[src/rtl/des_pkg.sv]
// Fixed DES key-schedule constants (PC-1, PC-2, shift schedule) and the FSM state
// type shared by the subkey generator and its PC-2 sub-module.
package des_pkg;

  localparam int KEY_W    = 64;
  localparam int HALF_W   = 28;
  localparam int CD_W     = 56;
  localparam int SUBKEY_W = 48;
  localparam int ROUNDS   = 16;

  typedef enum logic [1:0] {
    IDLE = 2'd0,
    RUN  = 2'd1,
    DONE = 2'd2
  } des_state_e;

  // Entries are 1-based DES bit numbers; DES bit 1 is the MSB of the source word.
  localparam int PC1_TAB [56] = '{
    57, 49, 41, 33, 25, 17,  9,  1, 58, 50, 42, 34, 26, 18,
    10,  2, 59, 51, 43, 35, 27, 19, 11,  3, 60, 52, 44, 36,
    63, 55, 47, 39, 31, 23, 15,  7, 62, 54, 46, 38, 30, 22,
    14,  6, 61, 53, 45, 37, 29, 21, 13,  5, 28, 20, 12,  4
  };

  localparam int PC2_TAB [48] = '{
    14, 17, 11, 24,  1,  5,  3, 28, 15,  6, 21, 10,
    23, 19, 12,  4, 26,  8, 16,  7, 27, 20, 13,  2,
    41, 52, 31, 37, 47, 55, 30, 40, 51, 45, 33, 48,
    44, 49, 39, 56, 34, 53, 46, 42, 50, 36, 29, 32
  };

  // SHIFT[1..16] stored at index 0..15.
  localparam logic [1:0] SHIFT_TAB [16] = '{
    2'd1, 2'd1, 2'd2, 2'd2, 2'd2, 2'd2, 2'd2, 2'd2,
    2'd1, 2'd2, 2'd2, 2'd2, 2'd2, 2'd2, 2'd2, 2'd1
  };

  // Drops the parity bits and packs C into [55:28], D into [27:0].
  function automatic logic [CD_W-1:0] pc1(input logic [KEY_W-1:0] key);
    logic [CD_W-1:0] cd;
    cd = '0;
    for (int i = 0; i < CD_W; i++) begin
      cd[6'(55 - i)] = key[6'(64 - PC1_TAB[6'(i)])];
    end
    return cd;
  endfunction

  function automatic logic [HALF_W-1:0] rotl28(input logic [HALF_W-1:0] x,
                                               input logic [1:0] n);
    return (n == 2'd2) ? {x[25:0], x[27:26]} : {x[26:0], x[27]};
  endfunction

  function automatic logic [HALF_W-1:0] rotr28(input logic [HALF_W-1:0] x,
                                               input logic [1:0] n);
    return (n == 2'd2) ? {x[1:0], x[27:2]} : {x[0], x[27:1]};
  endfunction

endpackage

[src/rtl/des_pc2.sv]
// Combinational PC-2 compression of the 56-bit {C,D} pair into a 48-bit subkey.
module des_pc2
  import des_pkg::*;
(
  input  logic [CD_W-1:0]     cd_i,
  output logic [SUBKEY_W-1:0] subkey_o
);

  // Output bit 47 is PC-2 bit 1; input bit 55 is C bit 1.
  always_comb begin
    subkey_o = '0;
    for (int j = 0; j < SUBKEY_W; j++) begin
      subkey_o[6'(47 - j)] = cd_i[6'(56 - PC2_TAB[6'(j)])];
    end
  end

endmodule

[src/rtl/des_subkey_generator.sv]
// Expands a stored DES key into K1..K16 (or K16..K1), one subkey per valid/ready
// handshake, then pulses done for one cycle.
module des_subkey_generator
  import des_pkg::*;
(
  input  logic                clk,
  input  logic                n_rst,
  input  logic                start,
  input  logic                decrypt,
  input  logic [KEY_W-1:0]    key_in,
  output logic [SUBKEY_W-1:0] subkey,
  output logic                subkey_valid,
  input  logic                subkey_ready,
  output logic [3:0]          round,
  output logic                busy,
  output logic                done,
  output des_state_e          state_dbg
);

  // Handshake: subkey/round are offered while subkey_valid is high and stay
  // stable until a cycle with subkey_ready high, at whose clock edge they are
  // consumed and the schedule advances.

  des_state_e        state_q, state_d;
  logic [HALF_W-1:0] c_q, c_d;
  logic [HALF_W-1:0] d_q, d_d;
  logic [3:0]        round_q, round_d;
  logic              dir_q, dir_d;

  logic [1:0]        sh_amt;
  logic [HALF_W-1:0] c_rotl, d_rotl, c_rotr, d_rotr;
  logic [CD_W-1:0]   pc2_in;
  logic              handshake;

  // Decrypt walks backwards, so it rotates right by the shift that produced the
  // current pair and the subkey is taken before that rotation.
  always_comb begin
    sh_amt    = dir_q ? SHIFT_TAB[4'd15 - round_q] : SHIFT_TAB[round_q];
    c_rotl    = rotl28(c_q, sh_amt);
    d_rotl    = rotl28(d_q, sh_amt);
    c_rotr    = rotr28(c_q, sh_amt);
    d_rotr    = rotr28(d_q, sh_amt);
    pc2_in    = dir_q ? {c_q, d_q} : {c_rotl, d_rotl};
    handshake = (state_q == RUN) && subkey_ready;
  end

  des_pc2 u_pc2 (
    .cd_i     (pc2_in),
    .subkey_o (subkey)
  );

  always_comb begin
    state_d = state_q;
    c_d     = c_q;
    d_d     = d_q;
    round_d = round_q;
    dir_d   = dir_q;
    case (state_q)
      IDLE: begin
        if (start) begin
          {c_d, d_d} = pc1(key_in);
          dir_d      = decrypt;
          round_d    = 4'd0;
          state_d    = RUN;
        end
      end
      RUN: begin
        if (handshake) begin
          c_d     = dir_q ? c_rotr : c_rotl;
          d_d     = dir_q ? d_rotr : d_rotl;
          round_d = round_q + 4'd1;
          if (round_q == 4'd15) begin
            state_d = DONE;
          end
        end
      end
      DONE: begin
        state_d = IDLE;
      end
      default: begin
        state_d = IDLE;
      end
    endcase
  end

  always_ff @(posedge clk or negedge n_rst) begin
    if (!n_rst) begin
      state_q <= IDLE;
      c_q     <= '0;
      d_q     <= '0;
      round_q <= 4'd0;
      dir_q   <= 1'b0;
    end else begin
      state_q <= state_d;
      c_q     <= c_d;
      d_q     <= d_d;
      round_q <= round_d;
      dir_q   <= dir_d;
    end
  end

  assign subkey_valid = (state_q == RUN);
  assign busy         = (state_q == RUN);
  assign done         = (state_q == DONE);
  assign round        = round_q;
  assign state_dbg    = state_q;

endmodule

[config.mk]
export PLATFORM = sky130hd
export DESIGN_NAME = des_subkey_generator
export DESIGN_NICKNAME = d
export VERILOG_FILES = /design/src/rtl/des_pkg.sv /design/src/rtl/des_pc2.sv /design/src/rtl/des_subkey_generator.sv
export SDC_FILE = /design/constraint.sdc
export NUM_CORES = 1
export LEC_CHECK = 0
export CORE_ASPECT_RATIO = 1.25
export CORE_MARGIN = 5
export CORE_UTILIZATION = 35
export DETAILED_ROUTE_END_ITERATION = 7
export GPL_ROUTABILITY_DRIVEN = 1
export PLACE_DENSITY = 0.68
export SETUP_SLACK_MARGIN = 0.02
export SLEW_MARGIN = 25
export SYNTH_ARGS = -nofsm -noshare
export SYNTH_HDL_FRONTEND = slang
export SYNTH_SLANG_ARGS = --single-unit
[constraint.sdc]
create_clock -name clk -period 3 [get_ports clk]
set_clock_uncertainty 0.1 [all_clocks]
set_input_delay 0.9 -clock clk [delete_from_list [all_inputs] [get_ports clk]]
set_output_delay 0.9 -clock clk [all_outputs]
set_load 0.02 [all_outputs]
==> results.sh <==
export IMPL_place_port_buffers=31
export IMPL_syn_area_um2=4550
export IMPL_tritoncts="done"
export IMPL_floorplan_io_pins=126
export IMPL_yosys_cell_types_count=50
export IMPL_vias_per_cell=5.43
export IMPL_critical_path_max_fanout=4
export IMPL_report_final_hold_viol_count=0
export IMPL_critical_path_startpoint_type="flop"
export IMPL_dp_cells=795
export IMPL_synth_seq_area_share_pct=34.7
export IMPL_layout_commonest_cell="sky130_fd_sc_hd__nand2_1"
export IMPL_hp_class="input port to asynchronous set/reset pin"
export IMPL_maxCapViolations=0
export IMPL_start_util_pct=35.8
export IMPL_root_buffer="sky130_fd_sc_hd__clkbuf_16"
export IMPL_finalCritPeriodShare_pct=108
export IMPL_standard_cell_core_area_um2=12700
export IMPL_maxSlewViolCount=0
export IMPL_fin_ws_ns=-0.235
export IMPL_max_freq_mhz=309
export IMPL_capturing_element_type_of_the_critical_path="primary output"
export IMPL_vias=4490
export IMPL_post_drt_wl_per_cell_um=15.3
export IMPL_grt_first_pass_wirelength_um=20300
export IMPL_vias_in_the_first_global_route=4232
export IMPL_yosys_register_bits=63
export IMPL_ys_warnings_count=0
export IMPL_layout_filler_cells=1219
export IMPL_cts_max_path_buffers=2
export IMPL_most_common_layout_cells="187 x sky130_fd_sc_hd__nand2_1, 89 x sky130_fd_sc_hd__a21oi_1, 60 x sky130_fd_sc_hd__dfrtp_1, 50 x sky130_fd_sc_hd__buf_4, 41 x sky130_fd_sc_hd__a211o_1"
export IMPL_antennaDiodeCount=0
export IMPL_antenna_left=0
export IMPL_power_per_cell_area_nw_per_um2=1360
export IMPL_cp_required_ns=2.00
export IMPL_cts_buffers=9
export IMPL_drcViolationCount=0
export IMPL_synth_area_per_cell_um2=7.54
export IMPL_violated_checks="setup timing"
export IMPL_timing_worst_setup_path_type="flop to primary output"
export IMPL_gp_congestion=0.863
export IMPL_finalWirelength_um=12700
export IMPL_final_layout_size_suffix_gt1_share_pct=19.7
export IMPL_cts_htree_levels=3
export IMPL_outcome="finished with violations"
export IMPL_cp_arrival_ns=2.24
export IMPL_asyncSetResetFlopFracSynth_pct=100
export IMPL_detailedPlace_worstSlack_ns=-0.380
export IMPL_post_synth_edffs=0
export IMPL_clock_sinks=63
export IMPL_clock_latency_late_sink_ns=0.34
export IMPL_rsz0062_at_grt="yes"
export IMPL_ir_worst_vdd_mv=0.797
export IMPL_initialDrtViolationCount=440
export IMPL_post_layout_nonfiller_instances=827
export IMPL_drt_pre_antenna_iters=5
export IMPL_synth_ff_type="sky130_fd_sc_hd__dfrtp_1"
export IMPL_period_minus_slack_ns=3.24
export IMPL_chipWidth_um=112
export IMPL_final_setup_vio_count=10
export IMPL_dieArea_um2=15400
export IMPL_clkSlewWorstSetupHoldPaths_ns=0.06
export IMPL_grt_overflow_total=0
export IMPL_die_h_um=137
export IMPL_dp_final_hpwl_um=7790
export IMPL_synth_cells=603
export IMPL_design_power_total_uw=7640
export IMPL_initial_antenna_violation_count=0
export IMPL_num_rows=46
export IMPL_number_of_nets_in_the_layout=727
export IMPL_ff2ff_setup_slack_ns=0.48
export IMPL_grt_max_degree=43
export IMPL_grt_usage_pct=16.0
export IMPL_pleak_uw=0.00254
export IMPL_area_growth_syn_to_layout_pct=23.8
[sequential cells by signal (all words and copies together) (netlist names)]
| name | count |
|---|---|
| state_dbg | 2 |
| round | 4 |
| d_q | 28 |
| dir_q | 1 |
| c_q | 28 |
[timing repair]
action / 4_1_cts / 5_1_grt
resized for setup: 70 / 24
hold buffers: 0 / 0
cloned: 0 / 1
setup buffers: 11 / 4
pin swaps: 14 / 13
setup endpoints to repair: 10 / 10
[where the power goes]
group | total (uW) | leakage [uW] | switching, uW | internal, uW
Clock | 985 | 0.000136 | 383 | 601
Combinational | 5050 | 0.00157 | 2930 | 2120
Sequential | 1610 | 0.000834 | 438 | 1170
Total | 7640 | 0.00254 | 3750 | 3890
[final timing paths]
path / endpoint / startpoint / cells after the start
min: c_q[7] / n_rst / 1
max: subkey[17] / round[0] / 11
min in group clk: d_q[16] / d_q[16] / 1
max reg2reg: d_q[0] / round[0] / 11
min reg2reg: d_q[16] / d_q[16] / 1
max in group asynchronous: dir_q / n_rst / 2
[metal layers]
metal  vias up  GRT usage, %  wire (um)
met3        22          3.16        915
li1       2101             -          -
met5         -             0          0
met1      2174          18.3       5120
met4         0          7.68        282
met2       193          28.6       6360
[cell families (layout without fill, tap and decap cells)]
logic type,after synthesis,count (layout),share of synthesized area (%)
buffers and inverters,98,117,12.7
other,1,38,0.0824
AND/OR/NAND/NOR,241,241,22.0
multiplexers,7,7,1.60
XOR/XNOR,3,3,0.578
flip-flops,63,63,34.7
adder cells (fa/ha/maj),4,4,1.10
AO/OA/AOI/OAI,186,186,27.3
[cells in the mapped netlist, types with 3 or more instances]
master,n,area (um2)
sky130_fd_sc_hd__a22oi_1,4,30.0
sky130_fd_sc_hd__a211o_1,41,359
sky130_fd_sc_hd__o21ai_0,8,40.0
sky130_fd_sc_hd__nand2_1,189,709
sky130_fd_sc_hd__clkbuf_1,21,78.8
sky130_fd_sc_hd__a31o_2,4,35.0
sky130_fd_sc_hd__dfrtp_1,63,1580
sky130_fd_sc_hd__mux2i_1,5,50.1
sky130_fd_sc_hd__buf_6,4,45.0
sky130_fd_sc_hd__a21oi_1,92,460
sky130_fd_sc_hd__buf_4,42,315
sky130_fd_sc_hd__nor3b_1,3,22.5
sky130_fd_sc_hd__nor3_1,9,45.0
sky130_fd_sc_hd__buf_2,16,80.1
sky130_fd_sc_hd__a21boi_0,7,52.6
sky130_fd_sc_hd__a32o_1,6,60.1
sky130_fd_sc_hd__inv_1,14,52.6
sky130_fd_sc_hd__ha_1,4,50.1
sky130_fd_sc_hd__nand3_1,11,55.1
sky130_fd_sc_hd__a31oi_1,3,18.8
sky130_fd_sc_hd__o221a_2,3,33.8
sky130_fd_sc_hd__o21ai_1,4,20.0
sky130_fd_sc_hd__nor2_1,14,52.6
[worst max-delay path: stages (launching register included)]
cell and delay [ns]:
sky130_fd_sc_hd__dfrtp_1 0.42, sky130_fd_sc_hd__inv_2 0.09, sky130_fd_sc_hd__ha_4 0.17, sky130_fd_sc_hd__nor3_4 0.22
sky130_fd_sc_hd__a21o_1 0.14, sky130_fd_sc_hd__buf_4 0.12, sky130_fd_sc_hd__buf_4 0.09, sky130_fd_sc_hd__o21ai_2 0.06
sky130_fd_sc_hd__nor3_1 0.19, sky130_fd_sc_hd__nor2_1 0.08, sky130_fd_sc_hd__a21boi_2 0.17, sky130_fd_sc_hd__buf_6 0.15
[final cells by class]
class / count / area [um2] / area share (%)
inverter: 14 / 55.1 / 0.977
tap: 168 / 210 / 3.73
timing repair buffer: 87 / 807 / 14.3
clock inverter: 3 / 17.5 / 0.311
clock buffer: 13 / 260 / 4.62
multi-input combinational: 479 / 2700 / 48.0
sequential: 63 / 1580 / 28.1
[through the flow]
stage	hold WS, ns	instance area [um2]	util (%)	setup TNS, ns
finish	0.362	5630	44.3	-1.97
global route	0.387	5630	44.3	-2.84
CTS	0.372	5480	43.1	-1.56
detailed placement	0.440	5060	39.8	-3.27
global placement	0.425	5060	39.8	-2.63
floorplan	0.404	4720	-	0
(Power assumes the default switching activity.)
==> RTL edit, RTL diff (config.mk and constraints unchanged) <==
Put one more register stage on the output `state_dbg`, without a reset. The value now appears one clock later. The other outputs are not delayed to match.
--- a/src/rtl/des_subkey_generator.sv
+++ b/src/rtl/des_subkey_generator.sv
@@ -105,3 +105,5 @@
   assign round        = round_q;
-  assign state_dbg    = state_q;
+  always_ff @(posedge clk) begin
+    state_dbg <= state_q;
+  end
 
Behaviour: not the same (Yosys sat finds a counterexample within 4 cycles, from zero or initial values and one cycle with n_rst low).
==> RTL edit against the unedited design <==
The run still ends with negative setup slack left. Clock power is 2.8% lower. First-iteration DRC count decreased by 8.2%. Worst setup slack worse by 0.088 ns. Cell area grew 5.0%. Combinational power grew 24%. Wire length increased by 9.7%. Sequential share of layout area down 0.60 points. Sequential cell count rose by 2. Synthesized area grew 6.5%. Hold slack improved by 0.0033 ns. Count of clock-buffer cells in the layout grew 2. Total power rose by 17%.
==> RTL edit: results (changes against the unedited design) <==
- Met1 global-route usage: 19.9% (+1.6 points)
- The worst hold path belongs to the class reg2reg.
- The count of cells along the worst register-to-register path is 8 (-3).
- The global-route track usage on met2 came to 29.8% (+1.2 points).
* Worst setup slack for register-to-register paths: 0.29 ns (-0.19 ns)
- The register area share after synthesis came to 33.4% (-1.3 points).
* Final WS setup: -0.323 ns (-0.0880 ns)
- Global-route wire length before repair: 22.5 mm (+11%)
- The leakage dissipation came to 2.51 nW (-1.5%).
- The worst supply voltage drop on vdd is 0.493 mV (-38%).
* Final Setup Violations: 10 (unchanged)
* Placed cell area: 5440 um^2 (+7.4%)
- Overall power consumption: 8.92 mW (+17%)
- The number of distinct library cell variants in the gate-level netlist after synthesis is 56 (+12%).
- The number of global-route vias before repair came to 4,546 (+7.4%).
- Share of synthesized area spent on multiplexers: 7.70% (+6.1 points)
- Met1 Routed Length: 5.46 mm (+6.7%)
- Sorting the synthesized cells by area gives the leading types as sky130_fd_sc_hd__dfrtp_1 33%, sky130_fd_sc_hd__a32o_1 8.5%, sky130_fd_sc_hd__mux2i_1 7.2%.
* Worst hold slack across all endpoints: 0.366 ns (+0.00331 ns)
- Terminus of the critical flop-to-flop path: d_q[25]
- The global placement routability congestion is 0.836 (-3.1%).
* Pre-CTS setup slack: -0.593 ns (-0.212 ns)
- Wire length on met3: 813 um (-11%)
- The setup TNS came to -2.64 ns (-0.665 ns).
- The flow ran to the end, but the final reports show violations.
- Number of nets in the finished design: 677 (-6.9%)
* Routed length on met2: 7.45 mm (+17%)
- The mean number of vias per cell came to 5.95 (+9.6%).
* Failing checks: negative setup slack
- The adder and majority gate portion of the synthesized area came to 1.03% (-0.067 points).
* Fraction of power spent switching nets: 47.8% (-1.3 points)
- All-layer global routing usage: 16.9% (+0.93 points)
* Largest net degree at the start of global routing: 111 (+160%)
[RTL edit: area by class of cell]
cell class                      instances  area [um^2]
Fill cell                            1350         7780
Inverter                               18         67.6
Multi-Input combinational cell        425         2930
Tap cell                              175          219
Timing Repair Buffer                   85          811
Sequential cell                        65         1620
Clock buffer                           15          258
Clock inverter                          1         5.00
[RTL edit: worst min-delay path by stage]
stage / to / depth (start not counted)
2_1_floorplan: state_dbg[1] / 0
3_3_place_gp: state_dbg[1] / 0
3_5_place_dp: state_dbg[1] / 0
4_1_cts: state_dbg[1] / 0
5_1_grt: state_dbg[1] / 0
6_report: state_dbg[1] / 0
[RTL edit: timing repair]
action                     4_1_cts  5_1_grt
gates resized for setup         63       20
gates cloned                     0        0
buffers inserted                 8        4
pin swaps                        5        6
setup endpoints to repair       10       10
